--- src/rtl/id_stage.sv ---
// Instruction-decode stage: latches the fetch bundle, detects RAW hazards, predicts control flow.
// Optional backward-taken/forward-not-taken branch prediction via `define ID_BTFN_PREDICT_EN.
module id_stage #(
    parameter int IF_TO_ID_DATA_WD  = 64,
    parameter int BR_WD             = 33,
    parameter int ID_TO_EXE_DATA_WD = 167
) (
    input  logic                         clk,
    input  logic                         rst,
    input  logic                         if_to_id_valid,
    input  logic [IF_TO_ID_DATA_WD-1:0]  if_to_id_data,
    output logic                         id_allowin,
    output logic [BR_WD-1:0]             br_info,
    input  logic                         cancle,
    output logic [4:0]                   rf_raddr1,
    input  logic [31:0]                  rf_rdata1,
    output logic [4:0]                   rf_raddr2,
    input  logic [31:0]                  rf_rdata2,
    input  logic [5:0]                   exe_dest,
    input  logic [5:0]                   mem_dest,
    input  logic [5:0]                   wb_dest,
    input  logic                         exe_allowin,
    output logic                         id_to_exe_valid,
    output logic [ID_TO_EXE_DATA_WD-1:0] id_to_exe_data,
    output logic [31:0]                  Stall_cnt
);

    localparam logic [6:0] OP_LUI    = 7'b0110111;
    localparam logic [6:0] OP_AUIPC  = 7'b0010111;
    localparam logic [6:0] OP_JAL    = 7'b1101111;
    localparam logic [6:0] OP_BRANCH = 7'b1100011;
    localparam logic [6:0] OP_STORE  = 7'b0100011;
    localparam logic [6:0] OP_OP     = 7'b0110011;

    logic        id_valid_reg;
    logic [31:0] pc_reg;
    logic [31:0] inst_reg;
    logic [31:0] stall_cnt_reg;

    logic [6:0]  opcode;
    logic [4:0]  rs1;
    logic [4:0]  rs2;
    logic [4:0]  rd;
    logic        rs1_used;
    logic        rs2_used;
    logic        rf_we;
    logic        hazard;
    logic        id_ready_go;
    logic        load_en;
    logic [2:0]  rs1_hit;
    logic [2:0]  rs2_hit;
    logic [5:0]  dest_arr [3];
    logic        pred_taken;
    logic [31:0] pred_target;
    logic [31:0] jal_imm;
    logic [31:0] br_imm;

    assign opcode = inst_reg[6:0];
    assign rs1    = inst_reg[19:15];
    assign rs2    = inst_reg[24:20];
    assign rd     = inst_reg[11:7];

    assign rs1_used = !((opcode == OP_LUI) || (opcode == OP_AUIPC) || (opcode == OP_JAL));
    assign rs2_used = (opcode == OP_BRANCH) || (opcode == OP_STORE) || (opcode == OP_OP);
    assign rf_we    = !((opcode == OP_BRANCH) || (opcode == OP_STORE)) && (rd != 5'd0);

    assign dest_arr[0] = exe_dest;
    assign dest_arr[1] = mem_dest;
    assign dest_arr[2] = wb_dest;

    // One comparator pair per in-flight stage; bit 5 of each dest is its write enable.
    generate
        for (genvar gi = 0; gi < 3; gi++) begin : g_dest_cmp
            assign rs1_hit[gi] = dest_arr[gi][5] && (dest_arr[gi][4:0] == rs1);
            assign rs2_hit[gi] = dest_arr[gi][5] && (dest_arr[gi][4:0] == rs2);
        end
    endgenerate

    assign hazard = id_valid_reg &&
                    ((rs1_used && (rs1 != 5'd0) && (|rs1_hit)) ||
                     (rs2_used && (rs2 != 5'd0) && (|rs2_hit)));

    assign id_ready_go     = !hazard;
    assign id_allowin      = !id_valid_reg || (id_ready_go && exe_allowin);
    assign id_to_exe_valid = id_valid_reg && id_ready_go && !cancle;
    assign load_en         = if_to_id_valid && id_allowin && !cancle;

    assign jal_imm = {{11{inst_reg[31]}}, inst_reg[31], inst_reg[19:12], inst_reg[20],
                      inst_reg[30:21], 1'b0};
    assign br_imm  = {{19{inst_reg[31]}}, inst_reg[31], inst_reg[7], inst_reg[30:25],
                      inst_reg[11:8], 1'b0};

    always_comb begin
        pred_taken  = 1'b0;
        pred_target = pc_reg + 32'd4;
        if (opcode == OP_JAL) begin
            pred_taken  = 1'b1;
            pred_target = pc_reg + jal_imm;
        end
`ifdef ID_BTFN_PREDICT_EN
        else if ((opcode == OP_BRANCH) && inst_reg[31]) begin
            pred_taken  = 1'b1;
            pred_target = pc_reg + br_imm;
        end
`endif
    end

    always_ff @(posedge clk) begin
        if (rst) begin
            id_valid_reg <= 1'b0;
        end else if (cancle) begin
            id_valid_reg <= 1'b0;
        end else if (id_allowin) begin
            id_valid_reg <= if_to_id_valid;
        end
    end

    // Bundle registers carry no reset; id_valid_reg qualifies them.
    always_ff @(posedge clk) begin
        if (load_en) begin
            pc_reg   <= if_to_id_data[63:32];
            inst_reg <= if_to_id_data[31:0];
        end
    end

    always_ff @(posedge clk) begin
        if (rst) begin
            stall_cnt_reg <= 32'd0;
        end else if (hazard && !cancle) begin
            stall_cnt_reg <= stall_cnt_reg + 32'd1;
        end
    end

    assign rf_raddr1 = rs1;
    assign rf_raddr2 = rs2;
    assign br_info   = {id_valid_reg && pred_taken && !cancle, pred_target};
    assign Stall_cnt = stall_cnt_reg;

    assign id_to_exe_data = {pc_reg, inst_reg, rf_rdata1, rf_rdata2, rd, rf_we,
                             pred_taken, pred_target};

`ifdef ID_BTFN_PREDICT_EN
`else
    // br_imm only feeds the taken-branch path; keep it referenced in the default build.
    logic unused_br_imm;
    assign unused_br_imm = ^br_imm;
`endif

endmodule

--- config.mk ---
export PLATFORM = sky130hd
export DESIGN_NAME = id_stage
export DESIGN_NICKNAME = d
export VERILOG_FILES = /design/src/rtl/id_stage.sv
export SDC_FILE = /design/constraint.sdc
export NUM_CORES = 1
export LEC_CHECK = 0
export BUFFER_PORTS_ARGS = -buffer_cell sky130_fd_sc_hd__buf_4
export CAP_MARGIN = 10
export CORE_MARGIN = 2
export CORE_UTILIZATION = 31
export DETAILED_ROUTE_END_ITERATION = 10
export GPL_ROUTABILITY_DRIVEN = 0
export PLACE_DENSITY = 0.55
export SLEW_MARGIN = 0
export SYNTH_ARGS = -nofsm -noshare
export SYNTH_HDL_FRONTEND = slang
export SYNTH_SLANG_ARGS = --single-unit
--- constraint.sdc ---
create_clock -name clk -period 20.2 [get_ports clk]
set_input_delay 4.04 -clock clk [delete_from_list [all_inputs] [get_ports clk]]
set_output_delay 4.04 -clock clk [all_outputs]
set_load 0.005 [all_outputs]
# Yosys cells after proc, flatten, opt, wreduce, memory -nomap -nowiden
# Index checks and enable logic that the tools add are counted.
[totals]
register_bits = 97
inputBits = 151
out_inout_bits = 244
elab_cells = 58
[op_classes]
add_sub_neg = 3
n_eq_ne = 12
muxes = 2
reduce_logical = 37
[ops]
columns = ["operator", "n"]
rows = [
  ["$add 32x1->32 const B", 1],
  ["$add 32x3->32 const B", 1],
  ["$add 32x32->32", 1],
  ["$mux 32", 1],
  ["$eq 5x5->1", 6],
  ["$eq 7x6->1 const B", 3],
  ["$logic_and 1x1->1", 20],
  ["$reduce_bool 5->1", 3],
  ["$eq 7x7->1 const B", 2],
  ["$eq 7x5->1 const B", 1],
  ["$logic_or 1x1->1", 6],
  ["$reduce_or 3->1", 2],
  ["$logic_not 1->1", 5],
  ["$reduce_or 2->1", 1],
  ["$mux 1", 1],
]

# Depth between registers and ports, before layout
[depth]
ltp_word = 13
ltp_mapped = 12
mapped_depth_nobuf = 11

# Least setup slack after synthesis
# No wires, ideal clock.
[synth_path]
kind = "input-to-reg"
startpoint = "input exe_dest[2]"
endpoint = "register inst_reg[0], enable pin"
setup_time_ns = 0.578
arrival_ns = 9.828
required_time_ns = 19.622
path_slack_ns = 9.795
cell_stages = 8
n_path_buf = 1
cell_sequence = "xor2_1 -> nor4_1 -> nand3_1 -> nand3_1 -> a32o_1 -> buf_2 -> o21ai_0 -> nor3b_1"
[synth_between]
elab_chain_cells = 11
elab_cells_between_ends = 15
cone_classes = "2 x eq/ne; 13 x reduce/logical"
[synth_lines]
columns = ["item", "line", "rtl"]
rows = [
  ["from (decl)", "19", "input logic [5:0] exe_dest,"],
  ["$eq 5x5->1, on equally long branches", "74, 75", ""],
  ["$logic_and 1x1->1, on equally long branches", "74, 75", ""],
  ["$reduce_or 3->1, on equally long branches", "80, 81", ""],
  ["$logic_and 1x1->1, on equally long branches", "80, 81", ""],
  ["$logic_or 1x1->1 (*)", "80", "((rs1_used && (rs1 != 5'd0) && (|rs1_hit)) ||"],
  ["$logic_and 1x1->1 (*)", "79", "assign hazard = id_valid_reg &&"],
  ["$logic_not 1->1 (*)", "83", "assign id_ready_go = !hazard;"],
  ["$logic_and 1x1->1 (*)", "84", "assign id_allowin = !id_valid_reg || (id_ready_go && exe_allowin);"],
  ["$logic_or 1x1->1 (*)", "84", ""],
  ["via id_allowin", "12", "output logic id_allowin,"],
  ["$logic_and 1x1->1 (*) (2 in a row)", "86", "assign load_en = if_to_id_valid && id_allowin && !cancle;"],
  ["via load_en", "49", "logic load_en;"],
  ["to (signal assigned)", "122", "inst_reg <= if_to_id_data[31:0];"],
  ["to (decl)", "37", "logic [31:0] inst_reg;"],
]
# The timed path passes the listed nets; every way through them passes the cells marked *.
# A chain may end at the register's enable or synchronous reset.

# Worst setup path in the final report
[layout_path]
startpoint = "input exe_dest[3]"
endpoint = "output id_allowin"
[layout_between]
elab_chain_cells = 9
elab_cells_between_ends = 13
cone_classes = "2 x eq/ne; 11 x reduce/logical"
[layout_lines]
columns = ["item", "line"]
rows = [
  ["$eq 5x5->1, on equally long branches", "74, 75"],
  ["$logic_and 1x1->1, on equally long branches", "74, 75"],
  ["$reduce_or 3->1, on equally long branches", "80, 81"],
  ["$logic_and 1x1->1, on equally long branches", "80, 81"],
  ["$logic_or 1x1->1 (*)", "80"],
  ["$logic_and 1x1->1 (*)", "79"],
  ["$logic_not 1->1 (*)", "83"],
  ["$logic_and 1x1->1 (*)", "84"],
  ["$logic_or 1x1->1 (*)", "84"],
  ["to (decl)", "12"],
]
# Every way passes the cells marked *; elsewhere a longest branch is shown, timed or not.

==> metrics <==
total inserted antenna cells 0; IO Pins 395; die area 0.0249 sq mm; delay-heaviest family, CP compound AO/OA/AOI/OAI gates; fin worst setup slack 10.29 ns; Post-DRT Antenna Nets 0; Post-Syn Area 0.00735 sq mm; # setup viols final 0; core area 0.0234 sq mm; final non-filler cell total 1286; Vias/cell 5.00; Fin Hold WS 0.504 ns; CTS sink count 97; first-pass GRT wire length 33.7 mm; Synth Instances 823; RSZ-0062 raised after global routing false; library cells used by synthesis 55; dominant synthesized flop cell edfxtp_1; Post-CTS Resized 0; Hold Crit Class reg -> reg; Total GRT Usage 17.6%; syn_nets 1007; hold buffer count at CTS 0; number of max-cap violations 0; GRT overflow 0; Pins Over Slew Limit 0; flops & latches, synth 97; DPL Wire Length 17.8 mm; crit path to id_allowin; Leakage 3.81 nW; Max Clk Rate 0.101 GHz; most common cell after layout, fill and taps aside buf_4; Yosys warning count 0; CP max-delay cell a32o_1; I/O Buffers 266; worst slack at placement 10.29 ns; Reg2Reg Depth 6; htree depth 3; Cell Rows 56; CTS Buf Count 9; clock latency on the worst-skew pair 0.35 ns; Die H 158 um; root buf cell clkbuf_16; initial antenna violation count 0; CP Depth 8; clock-pin slew on the worst setup and hold paths 0.07 ns; clock buffer depth 2; Vias 6435; CTS tree done; CP startpoint kind input pin; starting density of the core 31.4%; number of global-route vias before repair 6075; reg-to-reg critical path startpoint inst_reg[15]$_DFFE_PP_; maximum number of pins on one net before global-route repair 65; Nets 1146; Final Hold Viols 0; Die Wd 158 um; number of enable flip-flop cells after synthesis 64; CP Capture Type output port; Synth async-reset ratio 0%; outcome completed; most frequent cells in the layout buf_4, edfxtp_1, nand2_1; pwr dens 54.9 mW/mm^2; DP Cell Count 1270; DRC 0; Buf/Inv on CP 2; setup TNS 0 ns; Least-Margin Pin Slew 0.962 ns; Routed WL 23.0 mm; First DRT Iteration DRCs 262; area delta synth->final 23.8%; Arr. time, crit path 5.87 ns; drt wl/cell 17.9 um; Relative slew margins 35.8%; Worst Path Required 16.16 ns; VDD IR max 0.0455 mV; largest stage delay on the critical path 0.58 ns; worst-path fanout max 13; share of layout cells above drive strength 1 30.5%; drt pass-1 iters 4; sequential area share after synthesis 35.1%; setup slack, reg-to-reg 16.71 ns; Avg Cell Area, Syn 8.93 sq um; Crit. Startpoint exe_dest[3]; setup bufs post-CTS 0; Clock Skew 0.0131 ns; final period utilization 49.1%; worst path cell trace buf_4 -> xor2_1 -> nor4_1 -> nand3_1 -> nand3_1 -> a32o_1 -> o21ai_0 -> buf_4; Worst Setup Path Type in -> out; R2R Path End pc_reg[20]$_DFFE_PP_; crit path time final 9.91 ns
## worst min-delay path by stage
| stage | from | end | slack (ns) | cells past startpoint |
|---|---|---|---|---|
| finish | Stall_cnt[11]$_SDFFE_PP0P_ | Stall_cnt[11]$_SDFFE_PP0P_ | 0.50 | 2 |
| global route | Stall_cnt[11]$_SDFFE_PP0P_ | Stall_cnt[11]$_SDFFE_PP0P_ | 0.52 | 2 |
| detailed placement | Stall_cnt[31]$_SDFFE_PP0P_ | Stall_cnt[31]$_SDFFE_PP0P_ | 0.49 | 2 |
| CTS | Stall_cnt[29]$_SDFFE_PP0P_ | Stall_cnt[29]$_SDFFE_PP0P_ | 0.51 | 2 |
| global placement | Stall_cnt[31]$_SDFFE_PP0P_ | Stall_cnt[31]$_SDFFE_PP0P_ | 0.48 | 2 |
| floorplan | Stall_cnt[31]$_SDFFE_PP0P_ | Stall_cnt[31]$_SDFFE_PP0P_ | 0.47 | 2 |
## metal layers
metal / part of all wire, % / routed length, um / GRT usage (%)
met1: 42 / 9750 / 21.6
met4: 2.0 / 451 / 4.80
met3: 7.8 / 1800 / 5.12
met5: 0 / 0 / 0
met2: 48 / 11000 / 30.0
## cell usage after synthesis (7+ instances only)
master | instances | share of area, %
nor3_1 | 10 | 0.68
nand4b_1 | 9 | 1.1
inv_1 | 23 | 1.2
buf_4 | 115 | 12
or3_1 | 17 | 1.4
and2_1 | 7 | 0.60
and4_1 | 8 | 0.95
mux2i_1 | 7 | 0.95
ha_1 | 32 | 5.4
xnor2_1 | 40 | 4.8
xor2_1 | 47 | 5.6
nor4_1 | 11 | 0.94
a31oi_1 | 8 | 0.68
dfxtp_1 | 33 | 9.0
nand2_1 | 63 | 3.2
o21ai_0 | 60 | 4.1
a21oi_1 | 60 | 4.1
edfxtp_1 | 64 | 26
clkbuf_1 | 20 | 1.0
nand4_1 | 22 | 1.9
nor2_1 | 44 | 2.2
and3_1 | 12 | 1.0
nand3_1 | 28 | 1.9
a21o_1 | 10 | 1.0
## tightest hold or removal path, cell delays in order, from the launching register on
cell,delay (ns)
dfxtp_1,0.33
o21ai_0,0.07
a21oi_1,0.06
## metrics by stage
stage | instance area [sq um] | utilization, % | total power [mW]
6_report | 9100 | 38.9 | 0.499
5_1_grt | 9100 | 38.9 | 0.522
4_1_cts | 9100 | 38.9 | 0.506
3_5_place_dp | 8810 | 37.6 | 0.327
3_3_place_gp | 8810 | 37.6 | 0.327
2_1_floorplan | 7350 | - | 0.295
## layout make-up
cell class	instances	area [sq um]
fillers	2391	14300
well taps	319	399
clock inverters	4	32.5
inverters	23	86.3
repair buffers	269	2020
multi-input cells	562	3720
flip-flops and latches	97	2580
clock buffers	12	258
## report_power, final
| part | total [mW] | switching, mW | internal, mW |
|---|---|---|---|
| clock | 0.176 | 0.0833 | 0.0930 |
| combinational | 0.0941 | 0.0457 | 0.0484 |
| sequential | 0.229 | 0.0102 | 0.219 |
## cells by family (layout without fill, tap and decap cells)
kind of cell | Yosys count | in the layout | share of synthesized area [%]
buf+inv | 164 | 308 | 14.3
fa+ha+maj | 33 | 33 | 5.72
compound gates | 176 | 176 | 14.1
simple gates | 259 | 259 | 19.4
xor+xnor | 87 | 87 | 10.4
mux | 7 | 7 | 0.954
flops | 97 | 97 | 35.1
Note: power is estimated with default switching activity, not from simulation.
